<file path="src/rtl/if_fetch_unit_pkg.sv">
// Shared fetch-stage definitions: bus widths, reset level, fetch FSM encodings and FIFO entry layout.
package if_fetch_unit_pkg;

  localparam int InstAddrBus = 32;
  localparam int InstBus     = 32;

  localparam logic [InstBus-1:0]     ZeroWord         = 32'h0000_0000;
  localparam logic                   RstEnable        = 1'b1;
  localparam logic [InstAddrBus-1:0] RESET_PC_DEFAULT = 32'h0000_0000;

  localparam logic [1:0] FETCH_IDLE    = 2'b00;
  localparam logic [1:0] FETCH_REQ     = 2'b01;
  localparam logic [1:0] FETCH_DISCARD = 2'b10;

  typedef struct packed {
    logic [InstAddrBus-1:0] pc;
    logic [InstBus-1:0]     inst;
  } fetch_entry_t;

  function automatic logic [InstAddrBus-1:0] align_word(input logic [InstAddrBus-1:0] addr);
    return {addr[InstAddrBus-1:2], 2'b00};
  endfunction

endpackage

</file>
<file path="src/rtl/if_fetch_unit_fifo.sv">
// Small synchronous FIFO of {pc, inst} pairs between instruction memory and the IF/ID register.
module if_fifo
  import if_fetch_unit_pkg::*;
#(
  parameter int DEPTH = 2
) (
  input  logic                     clk,
  input  logic                     rst,
  input  logic                     push,
  input  logic                     pop,
  input  logic                     flush,
  input  fetch_entry_t             wdata,
  output fetch_entry_t             head,
  output logic [$clog2(DEPTH):0]   count,
  output logic                     full,
  output logic                     empty
);

  localparam int             AW       = $clog2(DEPTH);
  localparam logic [AW:0]    CNT_ONE  = 1;
  localparam logic [AW:0]    CNT_FULL = (AW+1)'(DEPTH);
  localparam logic [AW-1:0]  PTR_ONE  = 1;

  fetch_entry_t    mem [DEPTH];
  logic [AW-1:0]   wr_ptr;
  logic [AW-1:0]   rd_ptr;
  logic            do_push;
  logic            do_pop;

  assign empty   = (count == '0);
  assign full    = (count == CNT_FULL);
  assign do_pop  = pop && !empty;
  // A full FIFO still takes a push when the head leaves in the same cycle.
  assign do_push = push && (!full || do_pop);
  assign head    = mem[rd_ptr];

  always_ff @(posedge clk) begin
    if (rst == RstEnable || flush) begin
      wr_ptr <= '0;
      rd_ptr <= '0;
      count  <= '0;
    end else begin
      if (do_push) wr_ptr <= wr_ptr + PTR_ONE;
      if (do_pop)  rd_ptr <= rd_ptr + PTR_ONE;
      case ({do_push, do_pop})
        2'b10:   count <= count + CNT_ONE;
        2'b01:   count <= count - CNT_ONE;
        default: count <= count;
      endcase
    end
  end

  always_ff @(posedge clk) begin
    if (do_push) mem[wr_ptr] <= wdata;
  end

endmodule

</file>
<file path="src/rtl/if_fetch_unit.sv">
// Instruction-fetch front end: PC generation, req/ack fetch FSM with redirect discard, and output FIFO.
module if_fetch_unit
  import if_fetch_unit_pkg::*;
#(
  parameter logic [InstAddrBus-1:0] RESET_PC   = RESET_PC_DEFAULT,
  parameter int                     FIFO_DEPTH = 2
) (
  input  logic                   clk,
  input  logic                   rst,
  output logic                   imem_req_o,
  output logic [InstAddrBus-1:0] imem_addr_o,
  input  logic                   imem_ack_i,
  input  logic [InstBus-1:0]     imem_rdata_i,
  input  logic                   stall_i,
  input  logic                   redirect_i,
  input  logic [InstAddrBus-1:0] redirect_pc_i,
  output logic [InstAddrBus-1:0] pc_o,
  output logic [InstBus-1:0]     inst_o,
  output logic                   valid_o
);

  localparam int            CW        = $clog2(FIFO_DEPTH) + 1;
  localparam logic [CW-1:0] CNT_ONE   = 1;
  localparam logic [CW-1:0] CNT_DEPTH = CW'(FIFO_DEPTH);

  logic [1:0]             state;
  logic [InstAddrBus-1:0] fetch_pc;
  logic [InstAddrBus-1:0] addr_q;
  logic [InstAddrBus-1:0] next_pc;
  logic [InstAddrBus-1:0] redirect_pc;

  logic                   push;
  logic                   pop;
  logic [CW-1:0]          count;
  logic [CW-1:0]          count_after;
  logic                   full;
  logic                   empty;
  fetch_entry_t           wdata;
  fetch_entry_t           head;

  assign next_pc     = fetch_pc + 32'd4;
  assign redirect_pc = align_word(redirect_pc_i);

  // Redirect wins over both push and pop: the word returned on a redirect cycle is stale.
  assign push  = (state == FETCH_REQ) && imem_ack_i && !redirect_i;
  assign pop   = !empty && !stall_i && !redirect_i;
  assign wdata = '{pc: addr_q, inst: imem_rdata_i};

  always_comb begin
    count_after = count;
    if (push && !pop)      count_after = count + CNT_ONE;
    else if (!push && pop) count_after = count - CNT_ONE;
  end

  if_fifo #(
    .DEPTH (FIFO_DEPTH)
  ) u_fifo (
    .clk   (clk),
    .rst   (rst),
    .push  (push),
    .pop   (pop),
    .flush (redirect_i),
    .wdata (wdata),
    .head  (head),
    .count (count),
    .full  (full),
    .empty (empty)
  );

  always_ff @(posedge clk) begin
    if (rst == RstEnable) begin
      state    <= FETCH_IDLE;
      fetch_pc <= RESET_PC;
      addr_q   <= RESET_PC;
    end else begin
      case (state)
        FETCH_IDLE: begin
          if (redirect_i) begin
            fetch_pc <= redirect_pc;
          end else if (!full) begin
            state  <= FETCH_REQ;
            addr_q <= fetch_pc;
          end
        end
        FETCH_REQ: begin
          if (redirect_i) begin
            fetch_pc <= redirect_pc;
            // An unacked request cannot be withdrawn, so its response must be swallowed later.
            if (imem_ack_i) addr_q <= redirect_pc;
            else            state  <= FETCH_DISCARD;
          end else if (imem_ack_i) begin
            fetch_pc <= next_pc;
            if (count_after < CNT_DEPTH) addr_q <= next_pc;
            else                         state  <= FETCH_IDLE;
          end
        end
        FETCH_DISCARD: begin
          if (redirect_i) fetch_pc <= redirect_pc;
          if (imem_ack_i) state    <= FETCH_IDLE;
        end
        default: state <= FETCH_IDLE;
      endcase
    end
  end

  assign imem_req_o  = (state != FETCH_IDLE);
  assign imem_addr_o = addr_q;
  assign valid_o     = !empty;
  assign pc_o        = valid_o ? head.pc   : ZeroWord;
  assign inst_o      = valid_o ? head.inst : ZeroWord;

endmodule

</file>
<file path="config.mk">
export PLATFORM = sky130hd
export DESIGN_NAME = if_fetch_unit
export DESIGN_NICKNAME = d
export VERILOG_FILES = /design/src/rtl/if_fetch_unit_pkg.sv /design/src/rtl/if_fetch_unit_fifo.sv /design/src/rtl/if_fetch_unit.sv
export SDC_FILE = /design/constraint.sdc
export NUM_CORES = 1
export LEC_CHECK = 0
export ABC_AREA = 1
export CAP_MARGIN = 20
export CELL_PAD_IN_SITES_DETAIL_PLACEMENT = 1
export CELL_PAD_IN_SITES_GLOBAL_PLACEMENT = 1
export CORE_MARGIN = 2
export CORE_UTILIZATION = 30
export DETAILED_ROUTE_END_ITERATION = 8
export HOLD_SLACK_MARGIN = 0.03
export PLACE_DENSITY_LB_ADDON = 0.1
export SYNTH_ARGS = -nofsm -noshare
export SYNTH_HDL_FRONTEND = slang
export SYNTH_HIERARCHICAL = 1
export SYNTH_SLANG_ARGS = --single-unit
export TNS_END_PERCENT = 100
</file>
<file path="constraint.sdc">
create_clock -name clk -period 5.1 [get_ports clk]
set_input_delay 1.53 -clock clk [delete_from_list [all_inputs] [get_ports clk]]
set_output_delay 1.53 -clock clk [all_outputs]
set_load 0.1 [all_outputs]
</file>
; Yosys cells after proc, flatten, opt, wreduce, memory -nomap -nowiden
; Memories as Yosys holds them, arrays and structs flattened. A register that Yosys moved wholly into a read port is not among the register bits.
; Index checks and enable logic that the tools add are counted.
[classes]
add_sub_neg = 5
order_cmp = 1
eq_ne = 14
muxes = 28
n_reduce_logical = 26
[op_table]
columns = cell, n
row1 = 2-to-1 mux 32 bit, 11
row2 = case mux 32 bit (2 select lines), 2
row3 = adder 32 x 3 -> 32 bit (second input constant), 1
row4 = 2-to-1 mux 2 bit, 9
row5 = != test 3 bit (second input constant), 3
row6 = logical AND 1 bit, 8
row7 = != test 2 bit (second input constant), 4
row8 = nonzero test 2 bit, 4
row9 = equality test 2 bit (second input constant), 3
row10 = zero test 1 bit, 6
row11 = case mux 2 bit (3 select lines), 1
row12 = AND reduction 6 bit, 1
row13 = AND reduction 5 bit, 1
row14 = equality test 2 x 1 -> 1 bit (second input constant), 2
row15 = zero test 2 bit, 2
row16 = 2-to-1 mux 1 bit, 4
row17 = case mux 2 bit (2 select lines), 1
row18 = != test 3 x 2 -> 1 bit (second input constant), 1
row19 = AND reduction 3 bit, 1
row20 = adder 1 bit (second input constant), 2
row21 = adder 2 x 1 -> 2 bit (second input constant), 1
row22 = logical OR 1 bit, 2
row23 = less-than comparator 2 bit (second input constant), 1
row24 = != test 2 x 1 -> 1 bit (second input constant), 1
row25 = other kinds (2), 2
[word_totals]
ff_bits = 70
mem_bits_rw = 128
inputBits = 69
word_cells = 81
mem_count = 1
[mem_list]
columns = memory, words, word_bits, rd, rd_clocked_by_memory_dff, write_ports, line
row1 = u_fifo.mem, 2, 64, 1, 1, 1, if_fetch_unit_fifo.sv:24  ; fetch_entry_t mem [DEPTH];

; Logic depth before layout (Yosys ltp)
; Gate-level depths: netlist of the first run.
[logic_depth]
word_depth = 12
ltp_mapped = 16
mapped_depth_nobuf = 15

; Cells and area by module
; Netlist of the first run, hierarchy kept.
[by_module_without_submodules]
columns = module, n_inst, cells_each, area_per_inst_um2, seq_area_each_um2
row1 = if_fifo, 1, 237, 4909.7, 3943.8
row2 = if_fetch_unit, 1, 839, 4820.9, 1321.3

; Worst setup path before layout of the first run
; OpenSTA, ideal clock, no wires.
[synth_timing]
kind = input-to-reg
startpoint = in redirect_i
endpoint = mem u_fifo/mem[0][0] in the netlist's numbering (enable)
setup_ps = 486
t_arrival_ps = 4977
t_required_ps = 4614
slack_ps = -363
stages = 5
path_cell_list = buf_6 -> nor2_4 -> clkbuf_1 -> nand2_1 -> nor2_1
[synth_lines]
columns = item, line
row1 = from (decl), if_fetch_unit.sv:15  ; input logic redirect_i,
row2 = zero test 1 bit, if_fetch_unit.sv:45  ; assign push = (state == FETCH_REQ) && imem_ack_i && !redirect_i;
row3 = logical AND 1 bit, if_fetch_unit.sv:45
row4 = named net push, if_fetch_unit.sv:32  ; logic push;
row5 = logical AND 1 bit, if_fetch_unit_fifo.sv:34  ; assign do_push = push && (!full || do_pop);
row6 = 2-to-1 mux 1 bit, if_fetch_unit_fifo.sv:54  ; if (do_push) mem[wr_ptr] <= wdata;
row7 = 2-to-1 mux 1 bit (implied by the code), if_fetch_unit_fifo.sv:54
row8 = to (decl), if_fetch_unit_fifo.sv:24
; The timed path passes the listed nets, and every way through them passes these cells.

; Final worst setup path of the first run
[layout_timing]
startpoint = reg state[0]
endpoint = out imem_req_o
[layout_between]
elab_chain_len = 1
[layout_rtl]
columns = item, line
row1 = from (decl), if_fetch_unit.sv:26  ; logic [1:0] state;
row2 = from (signal assigned), if_fetch_unit.sv:72  ; state <= FETCH_IDLE;
row3 = from (signal assigned), if_fetch_unit.sv:81  ; state <= FETCH_REQ;
row4 = from (signal assigned), if_fetch_unit.sv:90  ; else state <= FETCH_DISCARD;
row5 = nonzero test 2 bit, if_fetch_unit.sv:106  ; assign imem_req_o = (state != FETCH_IDLE);
row6 = to (decl), if_fetch_unit.sv:10  ; output logic imem_req_o,
; Every way passes these cells.

==> summary.md, run 1 <==
| Metric | Value |
|---|---|
| Run status | `completed` |
| PD cells | `between 300 and 400 nW/um2` |
| CTS resizes | `0` |
| Post-synthesis adder-cell area fraction | `0.001286` |
| Non-Filler Instances | `~1600` |
| Mapped Cells | `1076` |
| Net Count, Synth | `1146` |
| CTS tree | `built` |
| Slowest stage delay, CP | `around 1.1 ns` |
| Number of flops mapped to enable cells by yosys | `~130` |
| RSZ-0062 raised after global routing | `no` |
| Most frequent cells in the layout | `187 x nand2_1, 179 x nor2_1, 155 x inv_1, 128 x edfxtp_1, 100 x clkdlybuf4s50_1` |
| Largest net degree at the start of global routing | `66` |
| Peak supply drop | `0.2301 mV` |
| Nets@finish | `roughly 1300` |
| Setup slack, reg-to-reg | `between 2 and 2.5 ns` |
| Die height | `184.1 um` |
| GRT overflow | `0` |
| Detailed-route wire length | `~29000 um` |
| Synth Register Bits | `around 200` |
| Initial antenna violation count | `0` |
| Root buf cell | `clkbuf_16` |
| Final Skew | `between 0.015 and 0.02 ns` |
| Die Width | `184.1 um` |
| CP Class | `register to primary output` |
| Ys async rst share | `0` |
| Most common cell after layout, fill and taps aside | `nand2_1` |
| Fillers | `approximately 3700` |
| Avg Inst Size Synth | `9.043 um2` |
| Num CTS Buffers | `17` |
| DRC violations left | `0` |
| P_leak | `4.880 nW` |
| # rows | `65` |
| Reg2reg start | `u_fifo/count[0]$_SDFFE_PP0P_` |
| Compound-gate portion of the synthesized area | `0.08268` |
| Final setup vio count | `0` |
| H-tree depth | `4` |
| Max transition margin | `0.2936` |
| Crit path required time | `3.57 ns` |
| Reg-to-reg endpoint | `u_fifo/mem[1][29]$_DFFE_PP_` |
| Sw Pwr | `1.836 mW` |
| Synthesized cell area | `between 9000 and 10000 um2` |
| Initial Utilization | `0.3068` |
| Slew Limit Fails | `0` |
| Pint | `around 3.1 mW` |
| Gpl congestion | `0.8527` |
| Simple-gate portion of the synthesized area | `0.2017` |
| Switching Fraction | `0.3756` |
| Final hold viol count | `0` |
| Gr usage total | `0.1767` |
| Hold_buf cts | `0` |
| Clk buf depth | `2` |
| Setup tns final | `0 ns` |
| CP Capture Type | `primary output` |
| Xor/xnor share of the synthesized area | `0.005401` |
| Register area share after synthesis | `0.5411` |
| Max Freq | `250.8 MHz` |
| Crit path from | `state[0]$_SDFFE_PP0P_` |
| Post-CTS Setup Inserts | `0` |
| Crit path capture | `imem_req_o` |
| Worst-Margin Slew | `1.056 ns` |
| Largest family of logic cells by synthesized area | `simple AND/OR/NAND/NOR gates` |
| Worst skew pair latency | `0.45 ns` |
| First-pass GRT wire length | `45260 um` |
| Crit-path cells | `nor2_1 > inv_1 > clkdlybuf4s50_1` |
| Combinational power share | `0.288` |
| Pre-Repair DR Iteration Count | `4` |
| Final core occ | `0.3864` |
| Hold Crit Class | `register to register` |
| Drt first-iter violations | `roughly 380` |
| Clock sink total | `199` |
| Tcrit/Tclk final | `0.7819` |
| Max capacitance violation total | `0` |
| Synth cell types | `48` |
| Seq pwr share | `0.413` |
| Mux share of post-synthesis cell area | `0.07406` |
| Drt wl/cell | `17.86 um` |
| Post-route ant nets | `0` |
| Main synth FF type | `edfxtp_1` |
| Worst Reg-to-Reg Cells | `12` |
| Vias/cell | `4.692` |
| Die area | `33890 um2` |
| CP startpoint kind | `register` |
| Synthesis Warnings | `6` |
| Fraction of layout cells with a size suffix above 1 | `0.1518` |
| Crit path max fanout | `11` |
| Area grow syn2layout | `25.94%` |
| Slowest cell on the critical path | `clkdlybuf4s50_1` |
| Placeable Area | `about 32000 um2` |
| Post-layout min period | `about 4.0 ns` |
| Routed via count | `7728` |
| Vias in the first global route | `around 7900` |
| Final HPWL DP | `20560 um` |
| PnR Total Power | `4.888 mW` |
| CP arrival | `2.46 ns` |
| I/O pins | `about 170` |
| Clock power share | `0.299` |
| Placed insts | `approximately 1600` |
| Antenna cells | `0` |
| Number of I/O port buffers | `164` |
| Clk pin slew, worst setup/hold paths | `around 0.080 ns` |
-- worst max-delay path, delay by kind of cell, from the launching register on --
family	cells	cell delay, ns
buffers and inverters	2	1.23
DFF	1	0.67
and+or+nand+nor	1	0.11
-- worst min path at each step --
stage,from,to,slack [ns],depth (start not counted)
6_report,fetch_pc[0]$_SDFFE_PP0P_,fetch_pc[0]$_SDFFE_PP0P_,0.44,2
4_1_cts,fetch_pc[0]$_SDFFE_PP0P_,fetch_pc[0]$_SDFFE_PP0P_,0.45,2
2_1_floorplan,fetch_pc[0]$_SDFFE_PP0P_,fetch_pc[0]$_SDFFE_PP0P_,0.42,2
5_1_grt,fetch_pc[0]$_SDFFE_PP0P_,fetch_pc[0]$_SDFFE_PP0P_,0.46,2
3_5_place_dp,fetch_pc[0]$_SDFFE_PP0P_,fetch_pc[0]$_SDFFE_PP0P_,0.43,2
3_3_place_gp,fetch_pc[1]$_SDFFE_PP0P_,fetch_pc[1]$_SDFFE_PP0P_,0.43,2
-- logic make-up after synthesis --
group | count (synthesis)
AOI/OAI and AO/OA | 133
xor gates and xnor gates | 6
adders and majority gates | 1
buffers and inverters | 209
DFF | 199
muxes | 64
and+or+nand+nor | 464
-- cells in the mapped netlist (all sizes together), types with 2 or more instances --
master / n / area (um2)
o22ai: 3 / 18.77
nand4: 14 / 102.6
nor3: 2 / 15.01
xor2: 5 / 43.79
buf: 28 / 227.7
clkbuf: 17 / 63.81
edfxtp: 128 / 3844
nand3b: 7 / 52.55
o221ai: 6 / 52.55
a221oi: 4 / 35.03
a211oi: 3 / 22.52
o211ai: 20 / 150.1
nor2: 185 / 721.9
a21oi: 59 / 317.8
nand2: 193 / 739.5
o21ai: 32 / 160.2
dfxtp: 71 / 1421
or2: 2 / 12.52
mux2: 64 / 720.7
inv: 162 / 613.1
clkinv: 2 / 7.510
nand3: 59 / 305.3
-- layer usage --
layer	GRT usage	wire, um	share of wire
met3	0.02964	1312	0.045
met1	0.2456	14300	0.49
met5	0	0	0
met2	0.2906	13570	0.46
met4	0.03488	231	0.0079
-- area by class of cell --
type | instances | area (um2) | share of cell area
Sequential cell | 199 | 5269 | 0.4300
Multi-Input combinational cell | 668 | 3566 | 0.2910
Timing Repair Buffer | 182 | 1667 | 0.1360
Inverter | 164 | 620.6 | 0.05064
Tap cell | 402 | 503.0 | 0.04105
Clock buffer | 17 | 425.4 | 0.03471
Clock inverter | 15 | 203.9 | 0.01664
-- metrics by stage --
step	hold WS, ns	setup slack, ns	area, um2
floorplan	0.4247	0.6615	9733
global placement	0.4317	0.8437	11620
detailed placement	0.4344	0.8051	11620
CTS	0.4459	1.086	12250
global route	0.4650	0.9745	12250
finish	0.4427	1.112	12250
-- power by group through the flow --
stage | combinational (mW) | sequential, mW | clock [mW]
2_1_floorplan | 0.595 | 2.45 | 0
3_3_place_gp | 1.41 | 2.05 | 0
3_5_place_dp | 1.42 | 2.06 | 0
4_1_cts | 1.42 | 2.02 | 1.50
5_1_grt | 1.52 | 2.04 | 1.56
6_report | 1.41 | 2.02 | 1.46
-- flip-flops by register name, summed over array words and instances, names as in the netlist, named ones only --
name / count
imem_addr_o: 32
u_fifo/count: 2
state: 2
u_fifo/mem: 128
u_fifo/rd_ptr: 1
fetch_pc: 32
u_fifo/wr_ptr: 1
(Power assumes the default switching activity.)
==> run 2: changes to the inputs <==
==> constraint.sdc (replaced) <==
create_clock -name clk -period 3.3 [get_ports clk]
set_input_delay 0.99 -clock clk [delete_from_list [all_inputs] [get_ports clk]]
set_output_delay 0.99 -clock clk [all_outputs]
set_load 0.1 [all_outputs]
==> run 2 against run 1 <==
Hold slack improved by 0.0032 ns; total power up 52%; clock power increased by 45%; non-clock buffer count grew 13; largest cell class unchanged.
==> summary.md, run 2 (synthesized netlist as in run 1, its figures left out) <==
| Metric | Value |
|---|---|
| Run status | `completed` |
| Root buf cell | `clkbuf_16` |
| Placed insts | `1628` |
| Final setup vio count | `0` |
| Clk buf depth | `2` |
| Num CTS Buffers | `17` |
| Clk pin slew, worst setup/hold paths | `0.08 ns` |
| Final HPWL DP | `21800 um` |
| Most frequent cells in the layout | `187 x nand2_1, 179 x nor2_1, 155 x inv_1, 128 x edfxtp_1, 71 x buf_12` |
| CP arrival | `2.02 ns` |
| Worst Setup Slack, final | `0.2879 ns` |
| PnR Total Power | `7.430 mW` |
| First-pass GRT wire length | `about 46000 um` |
| Placeable Area | `31720 um2` |
| CTS tree | `built` |
| Initial Utilization | `0.3068` |
| Max transition margin | `0.5987` |
| Gpl congestion | `approximately 0.86` |
| Post-layout min period | `3.012 ns` |
| Crit path required time | `2.31 ns` |
| Hold Crit Class | `register to register` |
| Vias/cell | `about 4.7` |
| GRT overflow | `0` |
| Gr usage total | `0.1778` |
| Post-CTS Setup Inserts | `0` |
| Die area | `roughly 34000 um2` |
| Peak supply drop | `0.3194 mV` |
| Design area | `approximately 13000 um2` |
| CP Capture Type | `primary output` |
| Largest net degree at the start of global routing | `33` |
| Place WS | `~0.15 ns` |
| Largest Register | `u_fifo/mem` |
| # rows | `65` |
| Tcrit/Tclk final | `0.9128` |
| Hold_buf cts | `0` |
| Drt wl/cell | `17.76 um` |
| Crit path max fanout | `32` |
| Final Skew | `0.01720 ns` |
| Setup tns final | `0 ns` |
| Clock sink total | `199` |
| DRC violations left | `0` |
| Non-Filler Instances | `1660` |
| Slowest cell on the critical path | `dfxtp_1` |
| CP startpoint kind | `register` |
| Die height | `184.1 um` |
| Final hold viol count | `0` |
| Max reg flops | `128` |
| RSZ-0062 raised after global routing | `no` |
| H-tree depth | `4` |
| Antenna cells | `0` |
| Fillers | `3589` |
| CP Class | `register to primary output` |
| Drt first-iter violations | `roughly 360` |
| Nets@finish | `1315` |
| Crit-path cells | `inv_1 > nand2_2 > inv_2 > buf_4 > nor2_1 > buf_12` |
| Worst skew pair latency | `0.43 ns` |
| Detailed-route wire length | `29490 um` |
| Placed instance area | `12480 um2` |
| Vias in the first global route | `a little under 8000` |
| Number of I/O port buffers | `around 160` |
| Worst-Margin Slew | `0.5998 ns` |
| Most common cell after layout, fill and taps aside | `nand2_1` |
| CTS resizes | `0` |
| Final core occ | `0.4123` |
| Hold_ws | `roughly 0.45 ns` |
| Slew Limit Fails | `0` |
| Post-route ant nets | `0` |
| Routed via count | `7764` |
| Max capacitance violation total | `0` |
| P_leak | `5.166 nW` |
| Fraction of layout cells with a size suffix above 1 | `0.1868` |
| Pre-Repair DR Iteration Count | `4` |
| Max Freq | `between 300 and 400 MHz` |
| I/O pins | `between 150 and 200` |
| Area grow syn2layout | `34.40%` |
| Initial antenna violation count | `0` |
| Die Width | `184.1 um` |
| Slowest stage delay, CP | `0.48 ns` |
| PD cells | `about 570 nW/um2` |
[run 2: changes by cell type in the layout (fill, tap and decap cells not counted), sizes merged]
cell	before	now
clkdlybuf4s50	100	66
bufinv	3	0
clkbuf	17	18
clkinvlp	1	0
buf	82	129
clkinv	5	8
[run 2: routing by layer]
layer,up-vias,wire length (um),global-route usage
met5,-,0,0
met4,0,519,0.04704
met3,30,1074,0.02865
met2,153,13900,0.2972
met1,3697,13990,0.2391
li1,3884,-,-
[run 2: area by class of cell]
type	instances	area, um2	area share
multi-input combinational	668	3566	0.2727
tap	402	503.0	0.03846
clock buffer	18	429.2	0.03282
inverter	164	620.6	0.04746
timing repair buffer	195	2517	0.1925
clock inverter	14	172.7	0.01320
sequential	199	5269	0.4029
[run 2: worst paths after layout]
path | startpoint | to | slack, ns | depth (start not counted)
max reg2reg | u_fifo/count[1]$_SDFFE_PP0P_ | u_fifo/mem[1][62]$_DFFE_PP_ | 0.89 | 11
min reg2reg | fetch_pc[0]$_SDFFE_PP0P_ | fetch_pc[0]$_SDFFE_PP0P_ | 0.45 | 2
min | fetch_pc[0]$_SDFFE_PP0P_ | fetch_pc[0]$_SDFFE_PP0P_ | 0.45 | 2
max | u_fifo/count[1]$_SDFFE_PP0P_ | inst_o[15] | 0.29 | 6
[run 2: where the power goes]
part           switching, mW  leakage, nW  total (mW)  internal [mW]
clock network           1.08        0.291        2.12           1.03
logic                   1.59         3.12        2.19          0.593
registers              0.222         1.76        3.12           2.90
total                   2.90         5.17        7.43           4.53
[run 2: critical path, delay by kind of cell (launching register included)]
kind          cells  cell delay, ns
buf+inv           4            0.73
flops             1            0.48
simple gates      2            0.36
